--- config.mk ---
export PLATFORM = sky130hd
export DESIGN_NAME = control_sequencer
export DESIGN_NICKNAME = d
export VERILOG_FILES = /design/src/rtl/cs_pkg.sv /design/src/rtl/reg_select_decoder.sv /design/src/rtl/control_sequencer.sv
export SDC_FILE = /design/constraint.sdc
export NUM_CORES = 1
export LEC_CHECK = 0
export CORE_ASPECT_RATIO = 0.8
export CORE_MARGIN = 10
export CORE_UTILIZATION = 40
export DETAILED_ROUTE_END_ITERATION = 16
export GPL_TIMING_DRIVEN = 1
export PLACE_DENSITY = 0.74
export REMOVE_ABC_BUFFERS = 1
export SKIP_LAST_GASP = 1
export SLEW_MARGIN = 20
export SYNTH_ARGS = -nofsm -noshare
export SYNTH_HDL_FRONTEND = slang
export SYNTH_SLANG_ARGS = --single-unit
--- constraint.sdc ---
create_clock -name clk -period 2.8 [get_ports clk]
set_clock_uncertainty 0.1 [all_clocks]
set_input_delay 0.28 -clock clk [delete_from_list [all_inputs] [get_ports clk]]
set_output_delay 0.28 -clock clk [all_outputs]
set_load 0.005 [all_outputs]
--- src/rtl/cs_pkg.sv ---
// Shared definitions for the hardwired control sequencer: opcodes, T-state
// encoding, IR field positions and opcode classification helpers.
package cs_pkg;

  localparam logic [4:0] OP_ADD  = 5'd3;
  localparam logic [4:0] OP_SUB  = 5'd4;
  localparam logic [4:0] OP_AND  = 5'd5;
  localparam logic [4:0] OP_OR   = 5'd6;
  localparam logic [4:0] OP_SHR  = 5'd7;
  localparam logic [4:0] OP_SHL  = 5'd8;
  localparam logic [4:0] OP_ROR  = 5'd9;
  localparam logic [4:0] OP_ROL  = 5'd10;
  localparam logic [4:0] OP_MUL  = 5'd15;
  localparam logic [4:0] OP_DIV  = 5'd16;
  localparam logic [4:0] OP_NEG  = 5'd17;
  localparam logic [4:0] OP_NOT  = 5'd18;
  localparam logic [4:0] OP_NOP  = 5'd26;
  localparam logic [4:0] OP_HALT = 5'd27;

  localparam int OPC_MSB = 31;
  localparam int OPC_LSB = 27;
  localparam int RA_MSB  = 26;
  localparam int RA_LSB  = 23;
  localparam int RB_MSB  = 22;
  localparam int RB_LSB  = 19;
  localparam int RC_MSB  = 18;
  localparam int RC_LSB  = 15;

  typedef enum logic [3:0] {
    IDLE, T0, T1, T2, T3, T4, T5, T6, HALT
  } state_e;

  function automatic logic is_alu3(input logic [4:0] op);
    return (op >= OP_ADD) && (op <= OP_ROL);
  endfunction

  function automatic logic is_muldiv(input logic [4:0] op);
    return (op == OP_MUL) || (op == OP_DIV);
  endfunction

  function automatic logic is_unary(input logic [4:0] op);
    return (op == OP_NEG) || (op == OP_NOT);
  endfunction

endpackage

--- src/rtl/reg_select_decoder.sv ---
// Converts a 4-bit register index into a NUM_REGS-wide one-hot select and
// flags whether the index names an implemented register.
module reg_select_decoder #(
  parameter int NUM_REGS = 16
) (
  input  logic [3:0]          idx_i,
  output logic [NUM_REGS-1:0] onehot_o,
  output logic                valid_o
);

  always_comb begin
    for (int i = 0; i < NUM_REGS; i++) begin
      onehot_o[i] = (idx_i == 4'(i));
    end
  end

  assign valid_o = ({1'b0, idx_i} < 5'(NUM_REGS));

endmodule

--- src/rtl/control_sequencer.sv ---
// Hardwired T-state control unit: fetch with memory-ready wait, decode of
// IR[31:27], Moore-decoded datapath strobes, run/stop and retire counting.
module control_sequencer
  import cs_pkg::*;
#(
  parameter int              NUM_REGS  = 16,
  parameter int              OP_W      = 5,
  parameter int              CNT_W     = 16,
  parameter logic [OP_W-1:0] INC_PC_OP = OP_W'(12)
) (
  input  logic                clk,
  input  logic                clr,
  input  logic                start,
  input  logic                stop,
  input  logic                mem_ready,
  input  logic [31:0]         IR,
  output logic                PCout,
  output logic                PCin,
  output logic                MARin,
  output logic                MDRin,
  output logic                MDRout,
  output logic                IRin,
  output logic                Yin,
  output logic                Zin,
  output logic                Zlowout,
  output logic                Zhighout,
  output logic                HIin,
  output logic                LOin,
  output logic                Read,
  output logic [NUM_REGS-1:0] Rin,
  output logic [NUM_REGS-1:0] Rout,
  output logic [OP_W-1:0]     ALU_Control,
  output logic                run,
  output logic                illegal_op,
  output logic [CNT_W-1:0]    instr_count
);

  state_e             state_q, state_d;
  logic               first_t1_q, first_t1_d;
  logic [CNT_W-1:0]   count_q, count_d;
  logic               retire;

  logic [4:0]          opc;
  logic [NUM_REGS-1:0] ra_oh, rb_oh, rc_oh;
  logic                ra_ok, rb_ok, rc_ok;
  logic                alu3, muldiv, unary, nop, halt, legal;

  assign opc = IR[OPC_MSB:OPC_LSB];

  reg_select_decoder #(.NUM_REGS(NUM_REGS)) u_dec_ra (
    .idx_i(IR[RA_MSB:RA_LSB]), .onehot_o(ra_oh), .valid_o(ra_ok));
  reg_select_decoder #(.NUM_REGS(NUM_REGS)) u_dec_rb (
    .idx_i(IR[RB_MSB:RB_LSB]), .onehot_o(rb_oh), .valid_o(rb_ok));
  reg_select_decoder #(.NUM_REGS(NUM_REGS)) u_dec_rc (
    .idx_i(IR[RC_MSB:RC_LSB]), .onehot_o(rc_oh), .valid_o(rc_ok));

  assign alu3   = is_alu3(opc);
  assign muldiv = is_muldiv(opc);
  assign unary  = is_unary(opc);
  assign nop    = (opc == OP_NOP);
  assign halt   = (opc == OP_HALT);
  // Only the register fields an instruction class actually uses are range-checked.
  assign legal  = (alu3 && ra_ok && rb_ok && rc_ok) ||
                  ((muldiv || unary) && ra_ok && rb_ok) || nop || halt;

  always_ff @(posedge clk or negedge clr) begin
    if (!clr) begin
      state_q    <= IDLE;
      first_t1_q <= 1'b0;
      count_q    <= '0;
    end else begin
      state_q    <= state_d;
      first_t1_q <= first_t1_d;
      count_q    <= count_d;
    end
  end

  always_comb begin
    state_d    = state_q;
    count_d    = count_q;
    first_t1_d = 1'b0;
    retire     = 1'b0;
    case (state_q)
      IDLE: if (start && !stop) state_d = T0;
      T0: begin
        state_d    = T1;
        first_t1_d = 1'b1;
      end
      T1: if (mem_ready) state_d = T2;
      T2: state_d = T3;
      T3: begin
        if (!legal || nop) retire = 1'b1;
        else if (halt)     state_d = HALT;
        else               state_d = T4;
      end
      T4: if (unary) retire = 1'b1; else state_d = T5;
      T5: if (muldiv) state_d = T6; else retire = 1'b1;
      T6: retire = 1'b1;
      HALT: if (start) state_d = T0;
      default: state_d = IDLE;
    endcase
    if (retire) begin
      count_d = count_q + CNT_W'(1);
      state_d = stop ? IDLE : T0;
    end
  end

  always_comb begin
    PCout = 1'b0; PCin = 1'b0; MARin = 1'b0; MDRin = 1'b0; MDRout = 1'b0;
    IRin = 1'b0; Yin = 1'b0; Zin = 1'b0; Zlowout = 1'b0; Zhighout = 1'b0;
    HIin = 1'b0; LOin = 1'b0; Read = 1'b0; illegal_op = 1'b0;
    Rin = '0; Rout = '0; ALU_Control = '0;
    case (state_q)
      T0: begin
        PCout = 1'b1; MARin = 1'b1; Zin = 1'b1; ALU_Control = INC_PC_OP;
      end
      T1: begin
        // The incremented PC is loaded once even when T1 stretches for memory.
        Read = 1'b1; MDRin = 1'b1; Zlowout = first_t1_q; PCin = first_t1_q;
      end
      T2: begin
        MDRout = 1'b1; IRin = 1'b1;
      end
      T3: begin
        if (!legal) illegal_op = 1'b1;
        else if (alu3)   begin Rout = rb_oh; Yin = 1'b1; end
        else if (muldiv) begin Rout = ra_oh; Yin = 1'b1; end
        else if (unary)  begin Rout = rb_oh; Zin = 1'b1; ALU_Control = OP_W'(opc); end
      end
      T4: begin
        if (alu3)        begin Rout = rc_oh; Zin = 1'b1; ALU_Control = OP_W'(opc); end
        else if (muldiv) begin Rout = rb_oh; Zin = 1'b1; ALU_Control = OP_W'(opc); end
        else if (unary)  begin Zlowout = 1'b1; Rin = ra_oh; end
      end
      T5: begin
        Zlowout = 1'b1;
        if (alu3)        Rin = ra_oh;
        else if (muldiv) LOin = 1'b1;
      end
      T6: begin
        Zhighout = 1'b1; HIin = 1'b1;
      end
      default: ;
    endcase
  end

  assign run         = (state_q != IDLE) && (state_q != HALT);
  assign instr_count = count_q;

endmodule
==> metrics.md, run 1 <==
| Metric | Value |
|---|---|
| Layout cells sized above 1 | `0.227` |
| Slew Limit Headroom | `0.701` |
| Final setup vio count | `0` |
| P_leak | `1.53 nW` |
| Die Ht | `87.3 microns` |
| CP Capture Type | `primary output` |
| Crit-path max FO | `5` |
| Post-Route WL | `8.81 mm` |
| Switching part of the total | `0.402` |
| Clock Power Share | `0.123` |
| Residual DRC count | `0` |
| WL per Instance | `17.6 microns` |
| Cell accounting for the most synthesized area | `dfrtp_1` |
| Run status | `completed` |
| Hold Path Class | `input pin to asynchronous set/reset pin` |
| Ys flop type | `dfrtp_1` |
| Logic pwr share | `0.604` |
| Yosys reg bits | `21` |
| Power Internal | `0.962 mW` |
| Unique masters post-synth | `53` |
| Hold_ws | `0.259 ns` |
| Initial Util | `0.415` |
| NetSw | `0.647 mW` |
| Std-Cell Rows | `24` |
| Slew Limit Fails | `0` |
| Initial drt markers | `183` |
| Port Buf Inserts | `89` |
| Clk root buf | `clkbuf_8` |
| Post-Syn Area per Cell | `7.71 sq um` |
| Minimum clock period | `2.68 ns` |
| Footprint of the multi-input gates | `1700 sq um` |
| Layout filler cell count | `476` |
| I/O pin total | `105` |
| Initial antenna violation count | `0` |
| Storage cell area | `526 sq um` |
| Post-Synthesis Cell Area | `2270 sq um` |
| Asr flop ratio synth | `1.00` |
| Routed Antenna Nets | `0` |
| First-pass DRT Iterations | `5` |
| Total Routing Usage GR | `0.184` |
| RePlAce Congestion | `0.894` |
| Top post-synthesis cells by area | `dfrtp_1, xnor2_1, nor2_1` |
| Number of diodes | `0` |
| Via Count | `2869` |
| CTS H-tree lvls | `1` |
| Critical Path RT | `2.42 ns` |
| Core box area | `5470 sq um` |
| Post-route clock period utilization | `0.957` |
| Largest net degree at the start of global routing | `22` |
| Synth Instances | `294` |
| Clk_lat worst skew | `0.26 ns` |
| Global-route wire length before repair | `14.2 mm` |
| WS Path Type | `input pin to primary output` |
| Die area | `9100 sq um` |
| CTS Sinks | `21` |
| Setup crit start kind | `input pin` |
| Clock transition at path regs | `0.08 ns` |
| Sequential share of power | `0.273` |
| Synth warn | `0` |
| VDD IR max | `0.000204 V` |
| Worst-margin pin slew | `0.447 ns` |
| RSZ-0062 raised after global routing | `no` |
| Die span in x | `104 microns` |
| Synthesis-to-finish area growth | `62.9%` |
| TritonCTS Buffers | `3` |
| GRT overflow | `0` |
| Vias in the first global route | `2816` |
| WP data arrival | `2.30 ns` |
| EDFF count, synth | `0` |
| Bufs on Longest Clock Path | `2` |
| Sequential-to-total area share from yosys stat | `0.232` |
| CTS tree | `built` |
| Highest clock rate | `0.373 GHz` |
| Pwr dens | `436 nW/um^2` |
| End-of-flow core utilization | `0.676` |
| Final net count | `461` |
| Max Cap Viol | `0` |
| Hold Violations, Final | `0` |
| Drt via density | `5.74` |
| Dpl hpwl | `6.63 mm` |
| Top-area cell type share of the netlist area | `0.232` |
## state kept, by name (all words and copies together) (netlist names)
name         cells
state_q          4
first_t1_q       1
instr_count     16
## cells in the mapped netlist (2+ instances only)
cell and number:
and2_1 3, o22a_1 4, nand4_1 8, nand4b_1 3, and2_0 2, xnor2_1 15
clkbuf_1 14, a21o_1 3, buf_6 2, buf_2 5, a22oi_1 15, nor2_1 31
and3_1 7, nand2_1 16, or3_1 4, o21ai_0 8, a211oi_1 3, a32oi_1 7
nor3_1 14, nor3b_2 2, o22ai_1 17, inv_1 5, nand3b_1 2, o32a_1 4
a21oi_1 9, o2bb2ai_1 2, dfrtp_1 21, buf_4 6, and4_1 3, nand2b_1 12
nor2b_1 11, nand3_1 14, o2111ai_1 2
## metal layers
metal  track usage  part of all wire  wire [microns]  up-vias
met5             0                 0               0        -
met4        0.0542             0.025             218        0
li1              -                 -               -     1370
met2         0.307              0.46            4060      150
met1         0.237              0.44            3850     1329
met3        0.0333             0.077             682       20
## cell type report
cell class                 instances  share of cell area
timing repair buffer             150               0.353
clock inverter                     1             0.00136
sequential                        21               0.142
multi-input combinational        242               0.461
clock buffer                       3              0.0112
inverter                           5             0.00508
tap                               78              0.0264
## kinds of logic (layout without fill, tap and decap cells)
| logic type | Yosys count | after routing | share of synthesized area |
|---|---|---|---|
| simple gates | 139 | 140 | 0.340 |
| compound gates | 84 | 84 | 0.282 |
| buf+inv | 32 | 159 | 0.0723 |
| flops | 21 | 21 | 0.232 |
| xor+xnor | 16 | 16 | 0.0618 |
| fa+ha+maj | 1 | 1 | 0.00552 |
| mux | 1 | 1 | 0.00662 |
## layout by cell type, fill, tap and decap left out, types with 11 or more instances in the layout
cell type / n
dlygate4sd2_1: 24
o22ai_1: 16
nand2_1: 15
clkdlybuf4s50_1: 59
nand2b_1: 11
nand3_1: 13
buf_4: 61
dfrtp_1: 21
a22oi_1: 15
nor2b_1: 11
nor3_1: 11
xnor2_1: 15
nor2_1: 31
## critical path, cell delays in order
cell and delay [ns]:
dlygate4sd2_1 0.27, nand2b_4 0.16, or3_4 0.46, o22ai_4 0.21, buf_4 0.15, nand3_2 0.11
nor2_1 0.13, clkdlybuf4s50_1 0.52
## worst paths after layout
check,endpoint,cells after the start,start,slack (ns)
max in group asynchronous,instr_count[2]$_DFFE_PN0P_,2,clr,2.12
setup / recovery,Rin[2],8,IR[29],0.12
hold reg to reg,instr_count[15]$_DFFE_PN0P_,1,instr_count[15]$_DFFE_PN0P_,0.37
setup reg to reg,instr_count[7]$_DFFE_PN0P_,6,state_q[3]$_DFFE_PN0P_,0.99
min in group clk,instr_count[15]$_DFFE_PN0P_,1,instr_count[15]$_DFFE_PN0P_,0.37
hold / removal,instr_count[8]$_DFFE_PN0P_,2,clr,0.26
## power groups by stage
| stage | logic [mW] | registers [mW] | clock network (mW) |
|---|---|---|---|
| finish | 0.971 | 0.439 | 0.198 |
| global route | 1.06 | 0.450 | 0.213 |
| CTS | 0.964 | 0.438 | 0.201 |
| detailed placement | 0.933 | 0.444 | 0 |
| global placement | 0.920 | 0.440 | 0 |
| floorplan | 0.394 | 0.459 | 0 |
## repair_timing
action                                  in CTS  in global routing
gates cloned                                 1                  0
endpoints found under the setup margin      40                 16
hold buffers                                 0                  0
setup buffers                               12                  2
pin swaps                                   13                  6
resized for setup                           45                 15
## stage by stage
step	power (mW)	area (sq um)	worst slack [ns]	setup TNS [ns]	std cells
floorplan	0.853	2120	0.545	0	267
global placement	1.36	3460	-0.297	-8.22	481
detailed placement	1.38	3460	-0.362	-9.66	481
CTS	1.60	3660	0.0214	0	498
global route	1.72	3690	0.00264	0	500
finish	1.61	3690	0.122	0	500
Power figures use the tool's default switching activity.
==> inputs of run 2 (changes only) <==
--- a/config.mk
+++ b/config.mk
@@ -8,6 +8,7 @@
 export CORE_ASPECT_RATIO = 0.8
 export CORE_MARGIN = 10
 export CORE_UTILIZATION = 40
+export CTS_CLUSTER_SIZE = 14
 export DETAILED_ROUTE_END_ITERATION = 16
 export GPL_TIMING_DRIVEN = 1
 export PLACE_DENSITY = 0.74
==> results of run 2 <==
Final layout, timing and power as in run 1 (identical DEF).
==> inputs of run 3 (changes only) <==
--- a/config.mk
+++ b/config.mk
@@ -11,8 +11,10 @@
 export CTS_CLUSTER_SIZE = 14
 export DETAILED_ROUTE_END_ITERATION = 16
 export GPL_TIMING_DRIVEN = 1
+export MAX_ROUTING_LAYER = met4
 export PLACE_DENSITY = 0.74
 export REMOVE_ABC_BUFFERS = 1
+export SETUP_SLACK_MARGIN = 0.4
 export SKIP_LAST_GASP = 1
 export SLEW_MARGIN = 20
 export SYNTH_ARGS = -nofsm -noshare
==> metrics.md, run 3 (synthesis results as in run 1) <==
| Metric | Value |
|---|---|
| Final setup vio count | `0 (unchanged)` |
| GRT overflow | `0 (unchanged)` |
| Die area | `9100 sq um (unchanged)` |
| WP data arrival | `2.01 ns (-0.29 ns)` |
| Total Routing Usage GR | `0.199 (+0.0154)` |
| Critical path origin | `IR[19]` |
| Std-Cell Rows | `24 (unchanged)` |
| CTS H-tree lvls | `1 (unchanged)` |
| Slew Limit Fails | `0 (unchanged)` |
| Highest clock rate | `0.418 GHz (+12%)` |
| Initial Util | `0.415 (unchanged)` |
| Crit-path max FO | `5 (unchanged)` |
| Via Count | `2991 (+4.3%)` |
| Core box area | `5470 sq um (unchanged)` |
| Clock Power Share | `0.123 (about the same)` |
| Global-route wire length before repair | `14.9 mm (+5.0%)` |
| Most common cell after layout, fill and taps aside | `buf_4` |
| Dpl hpwl | `6.96 mm (+4.9%)` |
| Worst-margin pin slew | `0.417 ns (-0.0303 ns)` |
| Pwr dens | `437 nW/um^2 (+0.41%)` |
| P_leak | `1.62 nW (+6.1%)` |
| RSZ-0062 raised after global routing | `yes` |
| Reg2reg setup slack | `0.93 ns (-0.06 ns)` |
| Layout filler cell count | `433 (-9.0%)` |
| CP Capture Type | `primary output` |
| Hold Path Class | `input pin to asynchronous set/reset pin` |
| Clk_lat worst skew | `0.26 ns (about the same)` |
| Sequential share of power | `0.264 (-0.009)` |
| Max Cap Viol | `0 (unchanged)` |
| Largest register FFs | `16 (unchanged)` |
| Die Ht | `87.3 microns (unchanged)` |
| I/O pin total | `105 (unchanged)` |
| Final net count | `473 (+2.6%)` |
| Bufs on Longest Clock Path | `2 (unchanged)` |
| Minimum clock period | `2.39 ns (-0.287 ns)` |
| Pre-CTS setup slack | `-0.329 ns (+0.0325 ns)` |
| Vias in the first global route | `2865 (+1.7%)` |
| Post-route setup TNS | `0 ns (unchanged)` |
| NetSw | `0.689 mW (+6.6%)` |
| WL per Instance | `18.4 microns (+4.5%)` |
| Fin worst setup slack | `0.408 ns (+0.287 ns)` |
| Run status | `completed` |
| WS Path Type | `input pin to primary output` |
| Critical Path RT | `2.42 ns (about the same)` |
| Reg2Reg Depth | `6 (unchanged)` |
| Power Internal | `1.01 mW (+4.9%)` |
| Post-Route WL | `9.42 mm (+7.0%)` |
| Residual DRC count | `0 (unchanged)` |
| Clk root buf | `clkbuf_8` |
| Most frequent cells in the layout | `buf_4, clkdlybuf4s50_1, nor2_1` |
| Clock transition at path regs | `0.09 ns (about the same)` |
| Hold Violations, Final | `0 (unchanged)` |
| Port Buf Inserts | `89 (unchanged)` |
| Die span in x | `104 microns (unchanged)` |
| Layout cells sized above 1 | `0.327 (+0.0997)` |
| Drt via density | `5.84 (+1.8%)` |
| RR Startpoint | `state_q[3]$_DFFE_PN0P_` |
| Slew Limit Headroom | `0.721 (+0.0203)` |
| Initial antenna violation count | `0 (unchanged)` |
| Post-route clock period utilization | `0.854 (-0.102)` |
| TritonCTS Buffers | `3 (unchanged)` |
| Switching part of the total | `0.406 (+0.00384)` |
| Number of diodes | `0 (unchanged)` |
| VDD IR max | `0.000244 V (+20%)` |
| Pwr Total | `1.70 mW (+5.6%)` |
| End-of-flow core utilization | `0.710 (+0.0348)` |
| Synthesis-to-finish area growth | `71.2%` |
| Logic pwr share | `0.614 (+0.010)` |
| CTS tree | `built` |
| FF-to-FF End | `instr_count[6]$_DFFE_PN0P_` |
| Routed Antenna Nets | `0 (unchanged)` |
| RePlAce Congestion | `0.949 (+6.2%)` |
| Largest net degree at the start of global routing | `22 (unchanged)` |
| Initial drt markers | `422 (+130%)` |
| CTS Sinks | `21 (unchanged)` |
| Setup crit start kind | `input pin` |
| First-pass DRT Iterations | `6 (+1)` |
-- run 3: changes by cell type in the layout (fill, tap and decap cells not counted), sizes merged --
cell,previous run,this run
clkbuf,7,8
buf,61,89
dlygate4sd2,24,15
clkdlybuf4s50,59,46
clkdlybuf4s15,0,5
-- run 3: worst max-delay path by stage --
stage                                       to  depth (start not counted)
global route                           Zlowout                          5
CTS                             ALU_Control[0]                          8
global placement                      Rout[10]                          8
finish                                Rout[13]                          6
floorplan           instr_count[1]$_DFFE_PN0P_                          5
detailed placement                    Rout[10]                          8
-- run 3: critical path, stage by stage --
cell             delay (ns)
clkdlybuf4s50_1        0.61
nor2b_1                0.29
nand2_1                0.17
o22a_1                 0.23
o22ai_1                0.16
dlygate4sd2_1          0.27
-- run 3: metrics by stage --
stage | cells | cell area (sq um) | hold WS, ns
4_1_cts | 508 | 3780 | 0.274
3_3_place_gp | 482 | 3470 | 0.360
6_report | 512 | 3880 | 0.264
2_1_floorplan | 267 | 2120 | -0.116
3_5_place_dp | 482 | 3470 | 0.366
5_1_grt | 512 | 3880 | 0.281
-- run 3: cell type report --
class | count | area [sq um] | area share
Inverter | 5 | 18.8 | 0.00483
Timing Repair Buffer | 162 | 1390 | 0.358
Clock buffer | 3 | 41.3 | 0.0106
Multi-Input combinational cell | 242 | 1800 | 0.464
Sequential cell | 21 | 527 | 0.136
Clock inverter | 1 | 5.00 | 0.00129
Tap cell | 78 | 97.6 | 0.0251
-- run 3: metal layers --
metal  vias to the layer above  part of all wire  GRT usage
met5                         -                 0          -
met4                         0             0.020     0.0492
met3                        25             0.083     0.0296
met2                       181              0.47      0.325
met1                      1389              0.43      0.255
li1                       1396                 -          -
-- run 3: power by group through the flow --
stage                     clock network (mW)  registers [mW]  logic [mW]
after CTS                              0.210           0.443       0.999
after global routing                   0.227           0.462        1.13
after floorplan                            0           0.459       0.394
final                                  0.208           0.447        1.04
after detailed placement                   0           0.445       0.939
after global placement                     0           0.440       0.927
-- run 3: timing repair --
action	4_1_cts	5_1_grt
hold buffers	0	0
setup buffers	21	4
setup endpoints to repair	42	34
cloned	1	0
resized for setup	123	51
pin swaps	28	17
